==> src/rtl/logic_gate_pkg.sv <==
// Shared types for the pipelined multi-input gate unit.
// Op codes, base-reduction selector and decode helpers.
package logic_gate_pkg;

  localparam int LG_OP_W = 3;

  typedef enum logic [LG_OP_W-1:0] {
    LG_AND  = 3'b000,
    LG_OR   = 3'b001,
    LG_XOR  = 3'b010,
    LG_NAND = 3'b011,
    LG_NOR  = 3'b100,
    LG_XNOR = 3'b101,
    LG_PASS = 3'b110,
    LG_RSV  = 3'b111
  } lg_op_e;

  typedef enum logic [1:0] {
    LG_B_AND  = 2'b00,
    LG_B_OR   = 2'b01,
    LG_B_XOR  = 2'b10,
    LG_B_PASS = 2'b11
  } lg_base_e;

  function automatic logic lg_is_inverted(input lg_op_e op);
    logic inv;
    unique case (op)
      LG_NAND, LG_NOR, LG_XNOR: inv = 1'b1;
      default:                  inv = 1'b0;
    endcase
    return inv;
  endfunction

  // Inverted ops reuse the reduction of their positive twin.
  function automatic lg_base_e lg_base_of(input lg_op_e op);
    lg_base_e b;
    unique case (op)
      LG_AND, LG_NAND: b = LG_B_AND;
      LG_OR,  LG_NOR:  b = LG_B_OR;
      LG_XOR, LG_XNOR: b = LG_B_XOR;
      default:         b = LG_B_PASS;
    endcase
    return b;
  endfunction

  function automatic logic lg_is_rsv(input lg_op_e op);
    return op == LG_RSV;
  endfunction

endpackage

==> src/rtl/logic_gate_pipe_reduce.sv <==
// Combinational bitwise reduction of N_IN operands (gate_reduce).
// Selects AND / OR / XOR parity / operand-0 pass-through.
module gate_reduce
  import logic_gate_pkg::*;
#(
  parameter int WIDTH = 8,
  parameter int N_IN  = 2
) (
  input  logic [N_IN*WIDTH-1:0] data,
  input  lg_base_e              sel,
  output logic [WIDTH-1:0]      red
);

  logic [WIDTH-1:0] and_r;
  logic [WIDTH-1:0] or_r;
  logic [WIDTH-1:0] xor_r;
  logic [WIDTH-1:0] pass_r;

  assign pass_r = data[WIDTH-1:0];

  always_comb begin
    and_r = data[WIDTH-1:0];
    or_r  = data[WIDTH-1:0];
    xor_r = data[WIDTH-1:0];
    for (int i = 1; i < N_IN; i++) begin
      and_r = and_r & data[i*WIDTH +: WIDTH];
      or_r  = or_r  | data[i*WIDTH +: WIDTH];
      xor_r = xor_r ^ data[i*WIDTH +: WIDTH];
    end
  end

  always_comb begin
    red = '0;
    unique case (sel)
      LG_B_AND:  red = and_r;
      LG_B_OR:   red = or_r;
      LG_B_XOR:  red = xor_r;
      LG_B_PASS: red = pass_r;
    endcase
  end

endmodule

==> src/rtl/logic_gate_pipe.sv <==
// Two-stage valid/ready pipelined N_IN x WIDTH bitwise gate unit.
// Define LGU_PARITY_EN to add the registered out_par output.
module logic_gate_pipe
  import logic_gate_pkg::*;
#(
  parameter int WIDTH = 8,
  parameter int N_IN  = 2
) (
  input  logic                  clk,
  input  logic                  rst_n,
  input  logic                  in_valid,
  output logic                  in_ready,
  input  logic [LG_OP_W-1:0]    in_op,
  input  logic [N_IN*WIDTH-1:0] in_data,
  output logic                  out_valid,
  input  logic                  out_ready,
  output logic [WIDTH-1:0]      out_data,
  output logic                  out_err
`ifdef LGU_PARITY_EN
  ,
  output logic                  out_par
`endif
);

  lg_op_e           op;
  lg_base_e         base;
  logic [WIDTH-1:0] red;

  logic             s1_valid;
  logic [WIDTH-1:0] s1_data;
  logic             s1_inv;
  logic             s1_err;

  logic             s1_load;
  logic             s2_load;
  logic [WIDTH-1:0] s2_data;

  assign op   = lg_op_e'(in_op);
  assign base = lg_base_of(op);

  gate_reduce #(
    .WIDTH (WIDTH),
    .N_IN  (N_IN)
  ) u_reduce (
    .data (in_data),
    .sel  (base),
    .red  (red)
  );

  assign s2_load  = s1_valid && (!out_valid || out_ready);
  assign in_ready = !s1_valid || s2_load;
  assign s1_load  = in_valid && in_ready;

  // Reserved code wins over the invert flag.
  assign s2_data = s1_err ? '0
                 : (s1_inv ? ~s1_data : s1_data);

  always_ff @(posedge clk) begin
    if (!rst_n) begin
      s1_valid <= 1'b0;
      s1_data  <= '0;
      s1_inv   <= 1'b0;
      s1_err   <= 1'b0;
    end else if (s1_load) begin
      s1_valid <= 1'b1;
      s1_data  <= red;
      s1_inv   <= lg_is_inverted(op);
      s1_err   <= lg_is_rsv(op);
    end else if (s2_load) begin
      s1_valid <= 1'b0;
    end
  end

  always_ff @(posedge clk) begin
    if (!rst_n) begin
      out_valid <= 1'b0;
      out_data  <= '0;
      out_err   <= 1'b0;
    end else if (s2_load) begin
      out_valid <= 1'b1;
      out_data  <= s2_data;
      out_err   <= s1_err;
    end else if (out_ready) begin
      out_valid <= 1'b0;
    end
  end

`ifdef LGU_PARITY_EN
  always_ff @(posedge clk) begin
    if (!rst_n) begin
      out_par <= 1'b0;
    end else if (s2_load) begin
      out_par <= s1_err ? 1'b0 : ^s2_data;
    end
  end
`endif

endmodule

==> config.mk <==
export PLATFORM = sky130hd
export DESIGN_NAME = logic_gate_pipe
export DESIGN_NICKNAME = d
export VERILOG_FILES = /design/src/rtl/logic_gate_pkg.sv /design/src/rtl/logic_gate_pipe_reduce.sv /design/src/rtl/logic_gate_pipe.sv
export SDC_FILE = /design/constraint.sdc
export NUM_CORES = 1
export LEC_CHECK = 0
export BUFFER_PORTS_ARGS = -buffer_cell sky130_fd_sc_hd__buf_2
export CAP_MARGIN = 40
export CORE_ASPECT_RATIO = 0.75
export CORE_MARGIN = 1.5
export CORE_UTILIZATION = 33
export DETAILED_ROUTE_END_ITERATION = 8
export PLACE_DENSITY = 0.54
export SYNTH_ARGS = -nofsm -noshare
export SYNTH_HDL_FRONTEND = slang
export SYNTH_SLANG_ARGS = --single-unit
==> constraint.sdc <==
create_clock -name clk -period 3.4 [get_ports clk]
set_clock_uncertainty 0.1 [all_clocks]
set_input_delay 0.68 -clock clk [delete_from_list [all_inputs] [get_ports clk]]
set_output_delay 0.68 -clock clk [all_outputs]
set_load 0.01 [all_outputs]
==> out/qor.txt <==
CTS H-tree lvls: 1
cell-internal power: 0.4141 mW
Initial Utilization: 35.04%
clock share of power: 27.9%
Final Max Tran Viols: 0
status: complete, no violations
Leak Pwr: 0.9053 nW
Critical Path Max Stage Delay: 190 ps
clk_lat worst skew: 260 ps
CP Capture Type: output pin
largest net degree at the start of global routing: 33
CP Class: in -> out
Tot Pwr: 0.5838 mW
Yosys reg bits: 21
FP Rows: 21
clock sinks: 21
crit-path cells: buf_2 -> nand3b_1 -> buf_2
Die W: 83.22 um
GRT Residual Overflow: 0
clk buf depth: 2
post-layout net count: 252
post-DR vias/cell: 4.952
number of port buffers: 33
Crit Path Max Fanout: 3
Die Ht: 63.17 um
Filler cells: 503
GP Congestion: 0.8173
CTS clock-pin slew for the worst setup and hold paths: 70 ps
DRC viols: 0
Post-Syn Instances: 186
share of cells above drive strength 1: 19.34%
initial antenna violation count: 0
first-iteration detailed-routing DRC count: 46
Hold Path Class: reg -> reg
Final Hold Viols: 0
Vias: 1332
NetSw: 0.1697 mW
Buf/Inv on CP: 2
post-CTS setup buffer count: 0
register area share after synthesis: 26.39%
Hold Buf Count CTS: 0
area delta synth->final: 13.43%
Ant. Diodes: 0
Seq pwr share: 46.9%
Cell Area, Synth: 1593 um2
Final setup violation count: 0
GRT Total Usage: 12.93%
vias in the first global route: 1320
DRT Wirelength: 3.173 mm
post-DP HPWL: 2.508 mm
Peak supply drop: 162.0 uV
core area: 4546 um2
CP Launch Type: input pin
first-pass GRT wire length: 5.671 mm
post-synth cell types: 38
Final min period: 1915 ps
Pwr Density: 323.1 nW/um2
die area: 5257 um2
routed length per instance: 11.80 um
crit path DAT: 1140 ps
DRT Pass-1 Iters: 4
Synth Area per Inst: 8.563 um2
Final period util: 56.33%
Routed Antenna Nets: 0
most frequent cells in the layout: buf_2, inv_1, dfxtp_1
CTS tree: yes
# IOs: 34
Logic pwr share: 25.2%
switch share: 29.07%
slowest CP cell: nand3b_1
f_max: 0.5221 GHz
total CTS buffers: 3
Slew Limit Headroom: 53.87%
Yosys Warn Count: 0
unrepaired setup endpoints after global routing: false
critical path's most frequent cell: buf_2
TNS Setup: 0 ps
Mapped Nets: 225
commonest non-fill, non-tap cell in the layout: buf_2
Post-CTS Resized: 0
Slew @ Worst Pin: 691.9 ps
max_cap viols: 0
CP delay by family, top: buffers and inverters
Critical Path RT: 2620 ps
Root Buffer: clkbuf_8
-- registers in the layout, indices dropped and copies added, names as in the netlist --
register   flops
s1_inv         1
s1_valid       1
out_err        1
s1_err         1
s1_data        8
out_data       8
out_valid      1
-- cells by family after synthesis --
group                    Yosys count  share of synthesized area, %
AO/OA/AOI/OAI                     32                         18.70
XOR/XNOR                           9                         4.949
adder cells (fa/ha/maj)           16                         12.57
buffers and inverters             34                         9.662
flip-flops                        21                         26.39
multiplexers                      12                         7.542
AND/OR/NAND/NOR                   62                         20.19
-- metal layers --
metal  vias up  routed length (um)  global-route usage, %
met4         0                   8                  2.500
met1       596                1705                  17.22
met5         -                   0                      0
met3         2                 138                  3.408
li1        703                   -                      -
met2        31                1321                  21.24
-- worst paths after layout --
check                          startpoint                       to  slack [ps]  cells after the start
setup reg to reg   out_valid$_SDFFE_PN0P_  s1_data[7]$_SDFFE_PN0P_        1680                      4
setup / recovery                out_ready                 in_ready        1480                      3
hold reg to reg   s1_data[7]$_SDFFE_PN0P_  s1_data[7]$_SDFFE_PN0P_         400                      2
hold / removal    s1_data[7]$_SDFFE_PN0P_  s1_data[7]$_SDFFE_PN0P_         400                      2
-- cell usage after synthesis, drive strengths merged --
cell / n / area (um2)
o2111a: 5 / 56.30
a211o: 2 / 17.52
o32ai: 2 / 17.52
ha: 16 / 200.2
and3b: 3 / 26.28
nor4: 5 / 31.28
nor2b: 11 / 68.82
nor2: 12 / 45.04
nor3: 3 / 15.01
a311o: 1 / 10.01
and2b: 1 / 7.510
clkbuf: 3 / 11.26
nand2: 15 / 56.30
nand4: 1 / 6.260
o31ai: 2 / 25.02
a211oi: 1 / 7.510
inv: 23 / 86.33
xor2: 1 / 8.760
o211ai: 1 / 7.510
nand3: 7 / 35.03
dfxtp: 21 / 420.4
a21oi: 1 / 8.760
xnor2: 8 / 70.07
o21a: 1 / 7.510
buf: 8 / 56.30
a221o: 8 / 80.08
o21ai: 3 / 15.01
nand3b: 2 / 15.01
a21boi: 3 / 22.52
a31oi: 1 / 6.260
o41ai: 1 / 16.27
mux2i: 12 / 120.1
nand2b: 1 / 6.260
and2: 1 / 8.760
-- cell type report --
class | count | area, um2 | area share (%)
Clock buffer | 4 | 45.04 | 2.493
Multi-Input combinational cell | 131 | 1018 | 56.37
Inverter | 23 | 86.33 | 4.778
Sequential cell | 21 | 420.4 | 23.27
Tap cell | 57 | 71.32 | 3.947
Timing Repair Buffer | 33 | 165.2 | 9.141
-- worst reg2reg max path, cell delays in order, from the launching register on --
cell	delay [ps]
dfxtp_1	330
nor2b_1	160
a21oi_2	550
nand2_1	240
o31ai_2	270
-- per-stage QoR --
| stage | std cells | instance area, um2 | util (%) | setup WS, ps | hold slack [ps] |
|---|---|---|---|---|---|
| 6_report | 269 | 1807 | 39.75 | 1485 | 400.8 |
| 5_1_grt | 269 | 1807 | 39.75 | 1359 | 427.7 |
| 4_1_cts | 269 | 1807 | 39.75 | 1486 | 406.0 |
| 3_5_place_dp | 265 | 1762 | 38.76 | 1229 | 394.5 |
| 3_3_place_gp | 265 | 1762 | 38.76 | 1286 | 392.8 |
| 2_1_floorplan | 186 | 1593 | - | 1561 | 374.7 |
-- power groups by stage --
stage                     Clock, mW  Sequential, mW  Combinational (mW)
after detailed placement          0           0.280               0.149
final                         0.163           0.274               0.147
after floorplan                   0           0.278               0.111
after global routing          0.184           0.276               0.168
after global placement            0           0.280               0.148
after CTS                     0.175           0.274               0.149
Power figures use the tool's default switching activity.
